--- src/rtl/cart_bank_ctrl.sv ---
// Cartridge banking controller: maps the Atari S4/S5 windows onto the 512k flash for SDX, OSS, 8k and 16k images.
// Optional XEGS mode is built only when the XEGS_EN macro is defined.
module cart_bank_ctrl #(
    parameter int ROM_AW      = 19,
    parameter int SDX_BANK_W  = 4,
    parameter int OSS043_BASE = 16,
    parameter int OSS034_BASE = 18,
    parameter int CAR16_BASE  = 20,
    parameter int CAR8_BASE   = 22,
    parameter int XEGS_BASE   = 32,
    parameter int XEGS_BANKS  = 8
) (
    input  logic              phi2,
    input  logic              rst,
    input  logic [12:0]       cart_a,
    input  logic [7:0]        cart_d_in,
    input  logic              s4_n,
    input  logic              s5_n,
    input  logic              cctl_n,
    input  logic              r_w,
    input  logic [2:0]        cfg,
    output logic              rd4,
    output logic              rd5,
    output logic [ROM_AW-1:0] rom_a,
    output logic              rom_ce_n,
    output logic              rom_oe_n,
    output logic              cart_d_oe,
    output logic              led_sdx,
    output logic              led_cart
);

    localparam int unsigned BANK8K = 32'd8192;

    localparam logic [ROM_AW-1:0] OSS043_OFS = ROM_AW'(OSS043_BASE * BANK8K);
    localparam logic [ROM_AW-1:0] OSS034_OFS = ROM_AW'(OSS034_BASE * BANK8K);
    localparam logic [ROM_AW-1:0] CAR16_LO   = ROM_AW'(CAR16_BASE * BANK8K);
    localparam logic [ROM_AW-1:0] CAR16_HI   = ROM_AW'((CAR16_BASE + 32'd1) * BANK8K);
    localparam logic [ROM_AW-1:0] CAR8_OFS   = ROM_AW'(CAR8_BASE * BANK8K);

    // Reject parameter sets that cannot be mapped into the flash.
    if ((SDX_BANK_W < 32'd1) || (SDX_BANK_W > 32'd4) ||
        (XEGS_BANKS < 32'd2) || (XEGS_BANKS > 32'd16) ||
        ((XEGS_BANKS & (XEGS_BANKS - 32'd1)) != 32'd0) ||
        ((XEGS_BASE + XEGS_BANKS) * BANK8K > (32'd1 << ROM_AW))) begin : g_param_err
        $error("cart_bank_ctrl: illegal parameter set");
    end

    typedef enum logic [1:0] {
        ST_SDX  = 2'd0,
        ST_CART = 2'd1,
        ST_OFF  = 2'd2
    } state_t;

    typedef enum logic [2:0] {
        MD_8K     = 3'd0,
        MD_16K    = 3'd1,
        MD_OSS034 = 3'd2,
        MD_OSS043 = 3'd3,
        MD_XEGS   = 3'd4
    } mode_t;

    // SDX bank is the inverted address pattern, trimmed to the configured width.
    function automatic logic [SDX_BANK_W-1:0] sdx_bank_f(input logic [3:0] a_bits);
        logic [3:0] raw_v;
        raw_v = ~a_bits;
        return raw_v[SDX_BANK_W-1:0];
    endfunction

    // OSS cartridges scramble the bank number differently for 043M and 034M.
    function automatic logic [1:0] oss_bank_f(input logic [3:0] a_low, input logic is_043);
        logic [1:0] bank_v;
        case (a_low)
            4'b0000:          bank_v = 2'd0;
            4'b0011, 4'b0111: bank_v = is_043 ? 2'd2 : 2'd1;
            4'b0100:          bank_v = is_043 ? 2'd1 : 2'd2;
            default:          bank_v = 2'd3;
        endcase
        return bank_v;
    endfunction

    state_t                state_r, state_n_s;
    mode_t                 mode_r, mode_n_s, cfg_mode_s;
    logic                  rd4_r, rd4_n_s, rd5_r, rd5_n_s;
    logic [SDX_BANK_W-1:0] sdx_bank_r, sdx_bank_n_s;
    logic [1:0]            oss_bank_r, oss_bank_n_s;
    logic                  wr_s, win_s, s4_sel_s, s5_sel_s, sel_s;
    logic [13:0]           oss_lo_s;
    logic [ROM_AW-1:0]     rom_a_s;

`ifdef XEGS_EN
    localparam int XB_W = $clog2(XEGS_BANKS);
    localparam logic [ROM_AW-1:0] XEGS_OFS  = ROM_AW'(XEGS_BASE * BANK8K);
    localparam logic [ROM_AW-1:0] XEGS_LAST = ROM_AW'((XEGS_BASE + XEGS_BANKS - 32'd1) * BANK8K);
    logic [XB_W-1:0] xegs_bank_r, xegs_bank_n_s;
`else
    logic unused_d_s;
    assign unused_d_s = ^cart_d_in;
`endif

    assign wr_s  = ~cctl_n & ~r_w;
    assign win_s = (cart_a[7:5] == 3'b111);

    // Decode the image selector into a cartridge mode.
    always_comb begin
        cfg_mode_s = MD_8K;
        case (cfg)
            3'd3:    cfg_mode_s = MD_OSS043;
            3'd2:    cfg_mode_s = MD_OSS034;
            3'd1:    cfg_mode_s = MD_16K;
`ifdef XEGS_EN
            3'd4:    cfg_mode_s = MD_XEGS;
`endif
            default: cfg_mode_s = MD_8K;
        endcase
    end

    // Next-state logic: only $D5xx write cycles change anything.
    always_comb begin
        state_n_s     = state_r;
        mode_n_s      = mode_r;
        rd4_n_s       = rd4_r;
        rd5_n_s       = rd5_r;
        sdx_bank_n_s  = sdx_bank_r;
        oss_bank_n_s  = oss_bank_r;
`ifdef XEGS_EN
        xegs_bank_n_s = xegs_bank_r;
`endif
        if (wr_s) begin
            case (state_r)
                ST_SDX: begin
                    if (win_s && !cart_a[3]) begin
                        sdx_bank_n_s = sdx_bank_f({cart_a[4], cart_a[2:0]});
                    end else if (win_s && !cart_a[2]) begin
                        state_n_s = ST_CART;
                        mode_n_s  = cfg_mode_s;
                        rd4_n_s   = (cfg_mode_s == MD_16K) || (cfg_mode_s == MD_XEGS);
                        rd5_n_s   = 1'b1;
                    end else if (win_s) begin
                        state_n_s = ST_OFF;
                        rd4_n_s   = 1'b0;
                        rd5_n_s   = 1'b0;
                    end else begin
                        state_n_s = ST_SDX;
                    end
                end
                ST_CART: begin
                    case (mode_r)
                        MD_OSS043, MD_OSS034: begin
                            if (cart_a[3]) begin
                                state_n_s = ST_OFF;
                                rd4_n_s   = 1'b0;
                                rd5_n_s   = 1'b0;
                            end else begin
                                oss_bank_n_s = oss_bank_f(cart_a[3:0], mode_r == MD_OSS043);
                            end
                        end
`ifdef XEGS_EN
                        MD_XEGS: begin
                            if (win_s && (cart_a[3:2] == 2'b11)) begin
                                state_n_s = ST_OFF;
                                rd4_n_s   = 1'b0;
                                rd5_n_s   = 1'b0;
                            end else begin
                                xegs_bank_n_s = cart_d_in[XB_W-1:0];
                            end
                        end
`endif
                        default: begin
                            if (win_s && (cart_a[3:2] == 2'b11)) begin
                                state_n_s = ST_OFF;
                                rd4_n_s   = 1'b0;
                                rd5_n_s   = 1'b0;
                            end else begin
                                state_n_s = ST_CART;
                            end
                        end
                    endcase
                end
                ST_OFF: begin
                    if (win_s && !cart_a[3]) begin
                        state_n_s     = ST_SDX;
                        rd4_n_s       = 1'b0;
                        rd5_n_s       = 1'b1;
                        sdx_bank_n_s  = sdx_bank_f({cart_a[4], cart_a[2:0]});
                        oss_bank_n_s  = 2'd0;
`ifdef XEGS_EN
                        xegs_bank_n_s = {XB_W{1'b0}};
`endif
                    end else begin
                        state_n_s = ST_OFF;
                    end
                end
                default: begin
                    state_n_s = ST_SDX;
                    rd4_n_s   = 1'b0;
                    rd5_n_s   = 1'b1;
                end
            endcase
        end else begin
            state_n_s = state_r;
        end
    end

    // State and bank registers with synchronous reset.
    always_ff @(posedge phi2) begin
        if (rst) begin
            state_r     <= ST_SDX;
            mode_r      <= MD_8K;
            rd4_r       <= 1'b0;
            rd5_r       <= 1'b1;
            sdx_bank_r  <= {SDX_BANK_W{1'b1}};
            oss_bank_r  <= 2'd0;
`ifdef XEGS_EN
            xegs_bank_r <= {XB_W{1'b0}};
`endif
        end else begin
            state_r     <= state_n_s;
            mode_r      <= mode_n_s;
            rd4_r       <= rd4_n_s;
            rd5_r       <= rd5_n_s;
            sdx_bank_r  <= sdx_bank_n_s;
            oss_bank_r  <= oss_bank_n_s;
`ifdef XEGS_EN
            xegs_bank_r <= xegs_bank_n_s;
`endif
        end
    end

    assign s4_sel_s = rd4_r & ~s4_n & s5_n;
    assign s5_sel_s = rd5_r & ~s5_n & s4_n;
    assign sel_s    = s4_sel_s | s5_sel_s;
    // $B000 always shows the fixed top OSS bank.
    assign oss_lo_s = cart_a[12] ? {2'b11, cart_a[11:0]} : {oss_bank_r, cart_a[11:0]};

    // Flash address mapping for the active window.
    always_comb begin
        rom_a_s = {ROM_AW{1'b0}};
        case (state_r)
            ST_SDX: begin
                if (s5_sel_s) rom_a_s = ROM_AW'({sdx_bank_r, cart_a});
                else          rom_a_s = {ROM_AW{1'b0}};
            end
            ST_CART: begin
                case (mode_r)
                    MD_OSS043, MD_OSS034: begin
                        if (s5_sel_s) rom_a_s = ((mode_r == MD_OSS043) ? OSS043_OFS : OSS034_OFS)
                                                + ROM_AW'(oss_lo_s);
                        else          rom_a_s = {ROM_AW{1'b0}};
                    end
                    MD_16K: begin
                        if (s4_sel_s)      rom_a_s = CAR16_LO + ROM_AW'(cart_a);
                        else if (s5_sel_s) rom_a_s = CAR16_HI + ROM_AW'(cart_a);
                        else               rom_a_s = {ROM_AW{1'b0}};
                    end
`ifdef XEGS_EN
                    MD_XEGS: begin
                        if (s4_sel_s)      rom_a_s = XEGS_OFS + ROM_AW'({xegs_bank_r, 13'h0000})
                                                     + ROM_AW'(cart_a);
                        else if (s5_sel_s) rom_a_s = XEGS_LAST + ROM_AW'(cart_a);
                        else               rom_a_s = {ROM_AW{1'b0}};
                    end
`endif
                    default: begin
                        if (s5_sel_s) rom_a_s = CAR8_OFS + ROM_AW'(cart_a);
                        else          rom_a_s = {ROM_AW{1'b0}};
                    end
                endcase
            end
            default: rom_a_s = {ROM_AW{1'b0}};
        endcase
    end

    assign rd4       = rd4_r;
    assign rd5       = rd5_r;
    assign rom_a     = rom_a_s;
    assign rom_ce_n  = ~sel_s;
    assign rom_oe_n  = ~(sel_s & r_w);
    assign cart_d_oe = sel_s & r_w & phi2;
    assign led_sdx   = ~(state_r == ST_SDX);
    assign led_cart  = ~((state_r == ST_CART) &&
                         ((mode_r == MD_8K) || (mode_r == MD_16K) || (mode_r == MD_XEGS)));

endmodule

--- config.mk ---
export PLATFORM = sky130hd
export DESIGN_NAME = cart_bank_ctrl
export DESIGN_NICKNAME = d
export VERILOG_FILES = /design/src/rtl/cart_bank_ctrl.sv
export SDC_FILE = /design/constraint.sdc
export NUM_CORES = 1
export LEC_CHECK = 0
export BUFFER_PORTS_ARGS = -buffer_cell sky130_fd_sc_hd__buf_2
export CORE_MARGIN = 2
export CORE_UTILIZATION = 30
export CTS_CLUSTER_SIZE = 30
export DETAILED_ROUTE_END_ITERATION = 16
export HOLD_SLACK_MARGIN = 0.06
export PLACE_DENSITY = 0.62
export SYNTH_ARGS = -nofsm -noshare
export SYNTH_HDL_FRONTEND = slang
export SYNTH_SLANG_ARGS = --single-unit
export TNS_END_PERCENT = 10
--- constraint.sdc ---
create_clock -name phi2 -period 4.4 [get_ports phi2]
set_input_delay 0.22 -clock phi2 [delete_from_list [all_inputs] [get_ports phi2]]
set_output_delay 0.22 -clock phi2 [all_outputs]
set_load 0.02 [all_outputs]
# == Word-level counts from Yosys, hierarchy flattened ==
# Cells that the tools add are included.
# op_classes
n_addsub,4
n_eq_ne,23
muxes,37
bitwise,18
reduce_logical,21
# ops
operator,count
19-bit 2-to-1 mux,4
19-bit one-hot mux with 2 select lines,2
"18-bit by 13-bit adder with 19-bit output, first input constant",3
2-bit 2-to-1 mux,12
18-bit by 14-bit adder with 19-bit output,1
2-bit one-hot mux with 3 select lines,3
17-bit 2-to-1 mux,1
15-bit 2-to-1 mux,1
14-bit 2-to-1 mux,1
"3-bit by 2-bit == test with 1-bit output, second input constant",4
1-bit 2-to-1 mux,10
"3-bit by 1-bit == test with 1-bit output, second input constant",3
"3-bit == test, second input constant",3
1-bit NOT,9
"4-bit by 3-bit == test with 1-bit output, second input constant",2
1-bit bitwise AND,7
"2-bit != test, second input constant",3
"3-bit != test, second input constant",2
1-bit one-hot mux with 3 select lines,2
3-bit AND reduction,2
6-bit AND reduction,1
2-bit OR reduction,3
5-bit AND reduction,1
"2-bit == test, second input constant",2
15 further kinds,21
# word_totals
register_bits,13
input_bits,30
output_inout_bits,26
elab_cells,109

# == Longest topological paths before layout ==
# depth
word_depth,7
mapped_depth,6
mapped_depth_nobuf,4

==> results.toml <==
[yosys]
async_reset_ff_share_pct = 0
synth.avg_cell_area_sq_um = 7.12
synth-main-ff-cell = "dfxtp_1"
synth_fp_nets = 166
synth_area_sq_um = 968
synth_area_leaders = "dfxtp_1 25%, and2_1 8.4%, nor2_1 5.8%"
ys_warn_count = 0
synth_top_area_share_pct = 24.8
synth.distinct_cells = 41
yosysMostFrequentCell = "nor2_1"
ys_ff_latch = 12
synth.yosys.seq_area_share_pct = 24.8
yosys.area.top_type = "dfxtp_1"
synth_commonest_cells = "15 x nor2_1, 13 x and2_1, 12 x dfxtp_1"
synth_cells = 136
synth_enable_flop_cells = 0

[route]
wl_met1_mm = 1.15
drtIter0Drc = 60
drtPass1Iterations = 4
wl_met2_mm = 1.28
wirelength_mm = 2.70
postRouteAntennaNets = 0
wl_met3_um = 205
top_layer = "met4"
vias = 1127
drc = 0
post_drt_wl_per_cell_um = 12.3
via_per_inst = 5.15

[layout]
finalNetCount = 207
area_growth_pct = 27.6
regArea_sq_um = 240
multiInputGateArea_sq_um = 654
fillers = 350
drive_above_1_share_pct = 30.9
insertedDiodeCount = 0
finish.instance_area_sq_mm = 0.00124
final_cells = 219

[placement]
hpwlAfterDp_mm = 1.99
place.gp.congestion = 0.812
portBuffers = 46
place_area_sq_mm = 0.00119
dp_cells = 213

[sta]
setup_viol = 0
setup_tns_ns = 0
hold_slack_ns = 0.121
grt_setup_unrepaired = "false"
relSlewSlack_pct = 54.1
hold_viol_final = 0
tightest_slew_ns = 0.688
maxSlewViolCount = 0
fin_worst_skew_ns = 0.00315

[cts]
ctsResizeCount = 0
cts_setup_buffers = 0
cts_tree = "yes"
insertion_delay_ns = 0.38
ctsHoldBuffers = 0
path_clk_slew_ns = 0.07

[pwr]
powerDensity_mw_per_mm2 = 227
p_leak_nw = 0.575
peakVddDrop_mv = 0.104
power_mw = 0.281

[floorplan]
placementRows = 20
die_y_um = 60.8
coreArea_sq_mm = 0.00305
start_util_pct = 31.7
dieArea_sq_mm = 0.00370
fp.dieW_um = 60.8
io_pins = 56

[global_route]
overflow = 0
antenna_found_initial = 0
grt_pass1_vias = 1003
grt_usage_pct = 15.6
grt_pass1_wl_mm = 4.21
grt_max_degree = 23

[hold_path]
hp-class = "input port to register"

[worst_setup_path]
required_ns = 4.18
critPathLaunchType = "clock port"
crit_arrival_ns = 2.73
critPathCaptureType = "output port"
worstPathMaxFanout = 2
rrSetupSlack_ns = 2.65
path_class = "clock port to output port"

[outcome]
run_status = "finished, final reports clean"

[run]
maxCapViolCount = 0
layer usage:
layer  GRT usage (%)  vias to the layer above
met5               0                        -
met3            2.77                        5
met1            17.6                      512
met2            25.5                       53
li1                -                      557
met4            13.0                        0
final cells by class:
| type | instances | share of cell area (%) |
|---|---|---|
| Clock buffer | 7 | 4.05 |
| Inverter | 3 | 0.911 |
| Multi-Input combinational cell | 108 | 52.9 |
| Sequential cell | 12 | 19.4 |
| Tap cell | 44 | 4.45 |
| Timing Repair Buffer | 45 | 18.2 |
where the power goes:
group | switching [mW] | internal (mW) | total, mW
clock network | 0.0464 | 0.0633 | 0.110
logic | 0.0358 | 0.0239 | 0.0598
registers | 0.00179 | 0.109 | 0.111
worst max-delay path: stages:
cell	delay, ns
clkbuf_4	0.11
clkbuf_4	0.12
and3_1	0.15
buf_2	0.15
metrics by stage:
stage          util, %  setup slack (ns)
3_5_place_dp      39.0              1.70
6_report          40.5              1.45
4_1_cts           40.5              1.44
2_1_floorplan        -              1.77
3_3_place_gp      39.0              1.70
5_1_grt           40.5              1.41
sequential cells by signal, indices dropped and copies added, names as in the netlist:
signal      cells
state_r         2
mode_r          2
oss_bank_r      2
rd5             1
sdx_bank_r      4
rd4             1
kinds of logic (layout without fill, tap and decap cells):
logic type      Yosys count  in the layout  share of synthesized area [%]
mux                       4              4                           4.13
simple gates             68             68                           39.3
other cells               1              1                          0.387
flops                    12             12                           24.8
buf+inv                  16             55                           7.62
compound gates           35             35                           23.8
cell usage in the layout, fill, tap and decap left out:
| master | Yosys | final |
|---|---|---|
| a211o_1 | 4 | 4 |
| nor2_1 | 15 | 15 |
| a221oi_1 | 1 | 1 |
| a21o_1 | 2 | 2 |
| buf_2 | 2 | 46 |
| nand3_1 | 4 | 4 |
| o21bai_1 | 1 | 1 |
| o21ai_0 | 8 | 8 |
| or3b_1 | 2 | 2 |
| mux2i_1 | 4 | 4 |
| inv_1 | 3 | 3 |
| o211ai_1 | 1 | 1 |
| and3_1 | 3 | 3 |
| a21oi_1 | 10 | 10 |
| o31a_1 | 1 | 1 |
| a31oi_1 | 1 | 1 |
| nand2_1 | 6 | 6 |
| dfxtp_1 | 12 | 12 |
| nand4bb_1 | 1 | 1 |
| or2_1 | 1 | 1 |
| nor2b_1 | 2 | 2 |
| clkbuf_4 | 0 | 6 |
| a22oi_1 | 1 | 1 |
| nand2b_1 | 2 | 2 |
| nand3b_1 | 2 | 2 |
| or3_1 | 3 | 3 |
| a21bo_2 | 1 | 1 |
| nor3_1 | 8 | 8 |
| and2b_1 | 1 | 1 |
| a221o_1 | 1 | 1 |
| conb_1 | 1 | 1 |
| nand4_1 | 1 | 1 |
| or3_4 | 1 | 1 |
| a2bb2oi_1 | 1 | 1 |
| and2_1 | 13 | 13 |
| o22ai_1 | 1 | 1 |
| nor3b_1 | 3 | 3 |
| a32oi_1 | 1 | 1 |
worst paths after layout:
path                  from             to  cells past startpoint
min reg2reg  sdx_bank_r[2]  sdx_bank_r[2]                      1
max                   phi2      cart_d_oe                      4
min                 cfg[2]      mode_r[1]                      3
max reg2reg     state_r[1]     state_r[1]                      4
No activity file was read; power rests on OpenSTA's default activity.
